`src/rtl/data_mem_responder_if.sv`:
```
// Processor-to-data-memory handshake bundle: one request channel and one response channel.
// The processor side uses the master modport and the memory responder uses the slave modport.
interface data_mem_responder_if;
    logic        req_valid;
    logic        req_ready;
    logic        req_we;
    logic [31:0] req_addr;
    logic [2:0]  req_funct3;
    logic [31:0] req_wdata;
    logic        rsp_valid;
    logic        rsp_ready;
    logic [31:0] rsp_rdata;
    logic        rsp_err;

    modport master (
        output req_valid, req_we, req_addr, req_funct3, req_wdata, rsp_ready,
        input  req_ready, rsp_valid, rsp_rdata, rsp_err
    );

    modport slave (
        input  req_valid, req_we, req_addr, req_funct3, req_wdata, rsp_ready,
        output req_ready, rsp_valid, rsp_rdata, rsp_err
    );
endinterface

```
`src/rtl/data_mem_responder.sv`:
```
// Single-outstanding RISC-V data memory responder with fixed response latency,
// byte/half/word access checking and a register-file memory that clears on reset.
module data_mem_responder #(
    parameter int DEPTH_WORDS = 32,
    parameter int LATENCY     = 2
) (
    input  logic               clk,
    input  logic               rst,
    data_mem_responder_if.slave bus
);
    localparam int IW = (DEPTH_WORDS > 1) ? $clog2(DEPTH_WORDS) : 1;
    localparam logic [2:0] CNT_INIT = 3'(LATENCY - 1);

    typedef enum logic [1:0] {IDLE, WAIT, RESP} state_t;

    state_t      state_reg;
    logic [2:0]  cnt_reg;
    logic        we_reg;
    logic [31:0] addr_reg;
    logic [2:0]  funct3_reg;
    logic [31:0] wdata_reg;
    logic        rsp_valid_reg;
    logic [31:0] rsp_rdata_reg;
    logic        rsp_err_reg;

    logic [31:0]   mem_rd [DEPTH_WORDS];
    logic [IW-1:0] word_idx;
    logic          out_of_range;
    logic          acc_err;
    logic          access_now;
    logic          commit;
    logic [31:0]   rd_word;
    logic [7:0]    rd_byte;
    logic [15:0]   rd_half;
    logic [31:0]   load_data;
    logic [3:0]    st_be;
    logic [31:0]   st_data;

    assign word_idx     = addr_reg[IW+1:2];
    assign out_of_range = {2'b00, addr_reg[31:2]} >= 32'(DEPTH_WORDS);

    always_comb begin
        acc_err = 1'b0;
        case (funct3_reg)
            3'b000:  acc_err = 1'b0;
            3'b001:  acc_err = addr_reg[0];
            3'b010:  acc_err = (addr_reg[1:0] != 2'b00);
            3'b100:  acc_err = we_reg;
            3'b101:  acc_err = we_reg | addr_reg[0];
            default: acc_err = 1'b1;
        endcase
        if (out_of_range) acc_err = 1'b1;
    end

    // The access happens on the edge that leaves the last WAIT cycle, so even
    // LATENCY=1 spends one cycle in WAIT and rsp_valid rises LATENCY edges after accept.
    assign access_now = (state_reg == WAIT) && (cnt_reg == 3'd0);
    assign commit     = access_now && we_reg && !acc_err;

    assign rd_word = mem_rd[word_idx];
    assign rd_byte = rd_word[{addr_reg[1:0], 3'b000} +: 8];
    assign rd_half = addr_reg[1] ? rd_word[31:16] : rd_word[15:0];

    always_comb begin
        load_data = 32'd0;
        case (funct3_reg)
            3'b000:  load_data = {{24{rd_byte[7]}}, rd_byte};
            3'b001:  load_data = {{16{rd_half[15]}}, rd_half};
            3'b010:  load_data = rd_word;
            3'b100:  load_data = {24'd0, rd_byte};
            3'b101:  load_data = {16'd0, rd_half};
            default: load_data = 32'd0;
        endcase
    end

    always_comb begin
        st_be   = 4'b1111;
        st_data = wdata_reg;
        case (funct3_reg[1:0])
            2'b00: begin
                st_be   = 4'b0001 << addr_reg[1:0];
                st_data = {4{wdata_reg[7:0]}};
            end
            2'b01: begin
                st_be   = addr_reg[1] ? 4'b1100 : 4'b0011;
                st_data = {2{wdata_reg[15:0]}};
            end
            default: begin
                st_be   = 4'b1111;
                st_data = wdata_reg;
            end
        endcase
    end

    genvar gi;
    generate
        for (gi = 0; gi < DEPTH_WORDS; gi++) begin : g_word
            logic [31:0] word_reg;
            always_ff @(posedge clk) begin
                if (rst) begin
                    word_reg <= '0;
                end else if (commit && (word_idx == IW'(gi))) begin
                    for (int b = 0; b < 4; b++) begin
                        if (st_be[b]) word_reg[8*b +: 8] <= st_data[8*b +: 8];
                    end
                end
            end
            assign mem_rd[gi] = word_reg;
        end
    endgenerate

    always_ff @(posedge clk) begin
        if (rst) begin
            state_reg     <= IDLE;
            cnt_reg       <= 3'd0;
            we_reg        <= 1'b0;
            addr_reg      <= 32'd0;
            funct3_reg    <= 3'd0;
            wdata_reg     <= 32'd0;
            rsp_valid_reg <= 1'b0;
            rsp_rdata_reg <= 32'd0;
            rsp_err_reg   <= 1'b0;
        end else begin
            case (state_reg)
                IDLE: begin
                    if (bus.req_valid) begin
                        we_reg     <= bus.req_we;
                        addr_reg   <= bus.req_addr;
                        funct3_reg <= bus.req_funct3;
                        wdata_reg  <= bus.req_wdata;
                        cnt_reg    <= CNT_INIT;
                        state_reg  <= WAIT;
                    end
                end
                WAIT: begin
                    if (cnt_reg == 3'd0) begin
                        state_reg     <= RESP;
                        rsp_valid_reg <= 1'b1;
                        rsp_err_reg   <= acc_err;
                        rsp_rdata_reg <= (acc_err || we_reg) ? 32'd0 : load_data;
                    end else begin
                        cnt_reg <= cnt_reg - 3'd1;
                    end
                end
                RESP: begin
                    if (bus.rsp_ready) begin
                        state_reg     <= IDLE;
                        rsp_valid_reg <= 1'b0;
                    end
                end
                default: state_reg <= IDLE;
            endcase
        end
    end

    assign bus.req_ready = (state_reg == IDLE) && !rst;
    assign bus.rsp_valid = rsp_valid_reg;
    assign bus.rsp_rdata = rsp_rdata_reg;
    assign bus.rsp_err   = rsp_err_reg;
endmodule

```
`src/flat_wrapper.sv`:
```
// flat-port wrapper written by rule: the top's interface ports become plain ports
module data_mem_responder_flat 
#(
    parameter int DEPTH_WORDS = 32,
    parameter int LATENCY     = 2
)
  (clk, rst, bus_req_valid, bus_req_we, bus_req_addr, bus_req_funct3, bus_req_wdata, bus_rsp_ready, bus_req_ready, bus_rsp_valid, bus_rsp_rdata, bus_rsp_err);
  data_mem_responder_if bus_i ();
  input  logic clk;
  input  logic rst;
  input wire logic [$bits(bus_i.req_valid)-1:0] bus_req_valid;
  input wire logic [$bits(bus_i.req_we)-1:0] bus_req_we;
  input wire logic [$bits(bus_i.req_addr)-1:0] bus_req_addr;
  input wire logic [$bits(bus_i.req_funct3)-1:0] bus_req_funct3;
  input wire logic [$bits(bus_i.req_wdata)-1:0] bus_req_wdata;
  input wire logic [$bits(bus_i.rsp_ready)-1:0] bus_rsp_ready;
  output wire logic [$bits(bus_i.req_ready)-1:0] bus_req_ready;
  output wire logic [$bits(bus_i.rsp_valid)-1:0] bus_rsp_valid;
  output wire logic [$bits(bus_i.rsp_rdata)-1:0] bus_rsp_rdata;
  output wire logic [$bits(bus_i.rsp_err)-1:0] bus_rsp_err;
  assign bus_i.req_valid = bus_req_valid;
  assign bus_i.req_we = bus_req_we;
  assign bus_i.req_addr = bus_req_addr;
  assign bus_i.req_funct3 = bus_req_funct3;
  assign bus_i.req_wdata = bus_req_wdata;
  assign bus_i.rsp_ready = bus_rsp_ready;
  assign bus_req_ready = bus_i.req_ready;
  assign bus_rsp_valid = bus_i.rsp_valid;
  assign bus_rsp_rdata = bus_i.rsp_rdata;
  assign bus_rsp_err = bus_i.rsp_err;
  data_mem_responder #(.DEPTH_WORDS(DEPTH_WORDS), .LATENCY(LATENCY)) u_core (.clk(clk), .rst(rst), .bus(bus_i));
endmodule
```
`config.mk`:
```
export PLATFORM = sky130hd
export DESIGN_NAME = data_mem_responder_flat
export DESIGN_NICKNAME = d
export VERILOG_FILES = /design/src/rtl/data_mem_responder_if.sv /design/src/rtl/data_mem_responder.sv /design/src/flat_wrapper.sv
export SDC_FILE = /design/constraint.sdc
export NUM_CORES = 2
export LEC_CHECK = 0
export CAP_MARGIN = 30
export CORE_MARGIN = 2
export CORE_UTILIZATION = 30
export CTS_BUF_LIST = sky130_fd_sc_hd__clkbuf_16
export DETAILED_ROUTE_END_ITERATION = 7
export HOLD_SLACK_MARGIN = 0.02
export PLACE_DENSITY = 0.5
export SLEW_MARGIN = 20
export SYNTH_ARGS = -nofsm -noshare
export SYNTH_HDL_FRONTEND = slang
export SYNTH_SLANG_ARGS = --single-unit
```
`constraint.sdc`:
```
create_clock -name clk -period 3.7 [get_ports clk]
set_clock_uncertainty 0.05 [all_clocks]
set_input_delay 0.555 -clock clk [delete_from_list [all_inputs] [get_ports clk]]
set_output_delay 0.555 -clock clk [all_outputs]
set_load 0.01 [all_outputs]
```
Yosys cells after proc, flatten, opt, wreduce, memory -nomap -nowiden. Index checks and enable logic that the tools add are counted.

$add $sub $neg: 1. Order comparisons: 2. Equal/unequal tests: 42. Shifts and indexed selects: 2. Multiplexer cells: 21. Bitwise logic cells: 2. Reduce and logical (&&, ||, !) cells: 180.

Operator list (count): 2-bit AND reduction (130); 32-bit binary-select mux with 5-bit select (1); 32-bit one-hot mux with 5 select lines (1); 32-bit 2-to-1 mux (3); 5-bit equality test, second input constant (16); 32-bit one-hot mux with 2 select lines (1); 5-bit by 4-bit equality test with 1-bit output, second input constant (8); 1-bit logical AND (36); 32-bit by 6-bit variable part select with 8-bit output (1); 30-bit by 6-bit greater-or-equal comparator with 1-bit output, second input constant (1); 5-bit by 3-bit equality test with 1-bit output, second input constant (4); 16-bit 2-to-1 mux (1); 5-bit by 2-bit equality test with 1-bit output, second input constant (2); 3-bit AND reduction (3); 2-bit inequality test, second input constant (4); 4-bit one-hot mux with 2 select lines (1); 3-bit equality test, second input constant (2); 6-bit greater-or-equal comparator, second input constant (1); 3-bit zero test (2); 2-bit 2-to-1 mux (3); 3-bit 2-to-1 mux (2); 5-bit inverter with 6-bit output (1); 2-bit one-hot mux with 3 select lines (1); 3-bit one-hot mux with 2 select lines (1); 17 further kinds (24).

Flip-flop bits (word level): 1131. Bits of input ports: 72. Output and inout port bits: 35. Logic and storage cells: 387.

Depth between registers and ports, before layout.
Depth in word-level cells: 7. Depth in mapped cells: 13.

Least setup slack after synthesis. Ideal clock, no wire load.

Path kind: reg2reg. From: reg u_core.addr_reg[2]. To: reg u_core.rsp_rdata_reg[6] (netlist: u_core.bus.rsp_rdata[6]). Library setup time: 0.123 ns. Arrival: 2.399 ns. Data required time: 3.527 ns. Slack: 1.128 ns. Cell stages (with the launch flop): 12. Buffers on the path: 5. Period minus slack after synthesis: 2.572 ns. Cell sequence: dfxtp_1 > buf_6 > buf_12 > buf_8 > buf_4 > buf_2 > mux4_2 > mux4_2 > mux2i_1 > o22ai_1 > a41oi_1 > o21ai_1.

Word-level cells in the longest chain between the ends: 7. Elaborated cells on any way between the ends: 11. Classes of those cells: 1 x order compare; 1 x shift; 7 x mux; 1 x bitwise; 1 x reduce/logical.

RTL lines: start, declared (line data_mem_responder.sv:19) `logic [31:0] addr_reg;`; start signal, assigned (line data_mem_responder.sv:128) `addr_reg <= bus.req_addr;`; 5-bit inverter with 6-bit output (implied by the code) (line data_mem_responder.sv:60) `assign rd_word = mem_rd[word_idx];`; 32-bit binary-select mux with 5-bit select (line data_mem_responder.sv:60); 32-bit 2-to-1 mux (implied by the code) (2 in series) (line data_mem_responder.sv:60); 32-bit by 6-bit variable part select with 8-bit output / 16-bit 2-to-1 mux (equally long branches) (line data_mem_responder.sv:61, data_mem_responder.sv:62); 32-bit one-hot mux with 5 select lines (line data_mem_responder.sv:66) `case (funct3_reg)`; 32-bit 2-to-1 mux * (line data_mem_responder.sv:140) `rsp_rdata_reg <= (acc_err || we_reg) ? 32'd0 : load_data;`; end signal, assigned (line data_mem_responder.sv:140); end, declared (line data_mem_responder.sv:23) `logic [31:0] rsp_rdata_reg;`.

Every way passes the cells marked *; elsewhere a longest branch is shown, timed or not. The select of a mux whose other input is x is not followed. A chain may end at the register's enable or synchronous reset.

Worst setup path after layout.
From: reg u_core.addr_reg[3]. To: reg u_core.g_word[2].word_reg[8].

Word-level cells in the longest chain between the ends: 6. Elaborated cells on any way between the ends: 7. Classes of those cells: 1 x order compare; 1 x eq/ne; 1 x mux; 4 x reduce/logical.

RTL lines: 30-bit by 6-bit greater-or-equal comparator with 1-bit output (line data_mem_responder.sv:40) `assign out_of_range = {2'b00, addr_reg[31:2]} >= 32'(DEPTH_WORDS);`; 1-bit 2-to-1 mux (line data_mem_responder.sv:52) `if (out_of_range) acc_err = 1'b1;`; 1-bit zero test (line data_mem_responder.sv:58) `assign commit = access_now && we_reg && !acc_err;`; 1-bit logical AND (line data_mem_responder.sv:58); 1-bit logical AND * (line data_mem_responder.sv:102) `end else if (commit && (word_idx == IW'(gi))) begin`; 2-bit AND reduction (no source line) *; end signal, assigned by index (line data_mem_responder.sv:104) `if (st_be[b]) word_reg[8*b +: 8] <= st_data[8*b +: 8];`; end, declared (line data_mem_responder.sv:98) `logic [31:0] word_reg;`.

Every way passes the cells marked *; elsewhere a longest branch is shown, timed or not.

==> impl_metrics.yaml <==
outcome:
  status: "complete, no violations"
setup_path:
  worstPathRequired_ps: 4260
  startpoint_type: "register"
  crit_fanout: 26
  reg2reg_setup_slack_ps: 20
  cp-end-kind: "register"
  cp.arrival_ps: 4250
  critPathKind: "reg2reg"
synthesis:
  synth-edff-count: 0
  yosys-top-cells-count: "nand2_1, dfxtp_1, a21oi_1, nor2_1, clkbuf_1"
  synth_area_um2: 49800
  ys.warnings.count: 0
  synth.top_cells.by_area: "dfxtp_1, nand2_1, mux4_2"
  ys_seq_area_share_pct: 45.5
  synth_fp_nets: 5934
  yosysTopAreaCellShare_pct: 45.5
  synth.most_common_cell: "nand2_1"
  synth_cells: 5860
  synth_seq_cells: 1131
  synth_top_flop_cell: "dfxtp_1"
  synth_cell_types: 73
  async_flop_share_pct: 0
  avgSynthCellArea_um2: 8.49
  yosys.area.top_type: "dfxtp_1"
power_and_ir_drop:
  ir_drop_uv: 498
  sw_frac_of_total_pct: 26.1
  p_switching_w: 0.00705
  clkPwrFrac_pct: 46.1
  total_power_w: 0.0270
  p_leak_nw: 18.5
  power_density_nw_per_um2: 463
  p_seq_share_pct: 45.7
  combinationalPowerShare_pct: 8.2
  p_int_w: 0.0199
timing:
  finalSetupViolations: 0
  fin_setup_tns_ps: 0
  hold_viol: 0
  post-route-period-util_pct: 99.5
  fmax_mhz: 272
  maxSlewViolCount: 0
  slew_headroom_pct: 28.6
  period_minus_slack_ps: 3680
  worst_pin_slew_ps: 1070
  rsz0062_at_grt: "no"
global_routing:
  antenna_found_initial: 3
  grt_pass1_vias: 40500
  overflow: 0
  grt_max_degree: 201
  grt_util_all_layers_pct: 20.9
  grt_pass1_wl_um: 270000
detailed_routing:
  drcViolationCount: 0
  first_pass_iters: 6
  wl_met1_um: 80800
  maxUsedRoutingLayer: "met5"
  drt_iter0_markers: 4856
  antenna_left: 0
  met3WireLength_um: 12300
  routed_wl_um: 181000
  via_per_inst: 5.25
  vias: 43200
  wl_per_cell_um: 22.0
  dr_wl_met2_um: 81500
cts:
  clkSinkCount: 1131
  postCtsSetupRepairBufs: 0
  cts_tree: "built"
  cts_max_level: 4
  cts-root-buf: "clkbuf_16"
  clk_latency_ps: 770
  clk_pin_slew_ps: 60
  clock_path_buffers: 3
  numCtsBuffers: 131
placement:
  gp_congestion: 0.897
  hpwl_um: 122000
  port_buffers: 106
cells_and_area:
  syn_to_final_growth_pct: 16.8
  fill_cells: 17000
  num-nets-final: 6017
  largest_reg_flops: 1024
  drive_gt1_share_pct: 14.4
die:
  initial_core_util_pct: 30.2
  dieWidth_um: 411
  coreArea_um2: 165000
  die_area_um2: 169000
  fp-row-count: 149
  fp.dieH_um: 411
  num_io_pins: 107
run:
  maxCapViolCount: 0
worst_hold_path:
  hold_path_class: "in2reg"
[cells in the final DEF, fill, tap and decap left out, types with 7 or more instances in the layout]
| cell | synthesis | layout |
|---|---|---|
| a21boi_0 | 7 | 7 |
| a21oi_1 | 1115 | 1105 |
| a21oi_4 | 0 | 10 |
| a221oi_1 | 29 | 29 |
| a221oi_2 | 10 | 10 |
| a22oi_1 | 11 | 11 |
| buf_12 | 3 | 21 |
| buf_4 | 25 | 258 |
| clkbuf_16 | 0 | 136 |
| clkdlybuf4s50_1 | 0 | 105 |
| clkinv_1 | 0 | 25 |
| clkinv_2 | 0 | 19 |
| dfxtp_1 | 1131 | 1125 |
| inv_1 | 4 | 38 |
| mux2_2 | 36 | 36 |
| mux2i_1 | 88 | 88 |
| mux4_1 | 12 | 12 |
| mux4_2 | 252 | 252 |
| nand2_1 | 1832 | 1831 |
| nand3_1 | 13 | 13 |
| nand4_1 | 46 | 46 |
| nor2_1 | 554 | 553 |
| nor2b_1 | 9 | 7 |
| nor3_1 | 47 | 47 |
| nor3_2 | 20 | 20 |
| nor4_1 | 22 | 22 |
| nor4_2 | 41 | 40 |
| nor4_4 | 10 | 11 |
| o21a_1 | 9 | 9 |
| o21ai_0 | 7 | 7 |
| o22a_1 | 7 | 7 |
| o22ai_1 | 13 | 13 |
[layer usage]
metal | up-vias | GRT usage (%)
met4 | 2 | 7.83
met2 | 1548 | 32.5
met1 | 21100 | 29.0
met3 | 294 | 3.42
met5 | - | 0
li1 | 20300 | -
[metrics by stage]
step	area [um^2]	setup WS (ps)	instances	hold slack, ps	util (%)
after global routing	58200	1.09	8230	155	35.3
final	58200	17.3	8232	133	35.3
after detailed placement	54100	108	7995	390	32.8
after floorplan	49800	1130	5860	377	-
after CTS	58100	76.6	8226	128	35.3
after global placement	54000	84.2	7992	384	32.8
[path summary, 6_finish.rpt]
check	endpoint	startpoint	cells past startpoint
hold / removal	u_core.g_word[3].word_reg[28]	rst	2
setup / recovery	u_core.g_word[2].word_reg[8]	u_core.addr_reg[3]	7
setup reg to reg	u_core.g_word[2].word_reg[8]	u_core.addr_reg[3]	7
hold reg to reg	u_core.g_word[14].word_reg[0]	u_core.g_word[14].word_reg[0]	2
[power groups by stage]
stage	combinational (W)	clock, W	sequential (W)
finish	0.00220	0.0124	0.0123
global route	0.00230	0.0131	0.0123
CTS	0.00218	0.0126	0.0123
detailed placement	0.00218	0	0.0126
global placement	0.00217	0	0.0126
floorplan	0.00136	0	0.0125
[timing repair]
item / in CTS / in global routing
setup endpoints to repair: 0 / 8
resized for setup: 0 / 1
hold buffers: 0 / 0
endpoints found under the hold margin: 0 / 0
[cell type report]
type	count	area, um^2	area share (%)
inverters	6	22.5	0.0387
multi-input cells	4282	25200	43.4
clock inverters	95	626	1.08
well taps	2189	2740	4.71
flip-flops and latches	1131	22700	39.0
diodes	2	5.00	0.00861
clock buffers	136	3400	5.85
repair buffers	391	3480	5.98
[worst max-delay path, cell delays in order, from the launching register on]
cell,delay [ps]
dfxtp_4,660
buf_4,320
buf_4,440
nand2_2,420
nor3_1,790
nand2_1,530
nand2_1,200
a21oi_1,70
[kinds of logic after synthesis]
logic type / share of synthesized area, %
simple gates: 22.1
compound gates: 13.5
flops: 45.5
buf+inv: 4.19
mux: 14.6
fa+ha+maj: 0.0503
xor+xnor: 0.0176
Note: power is estimated with default switching activity, not from simulation.
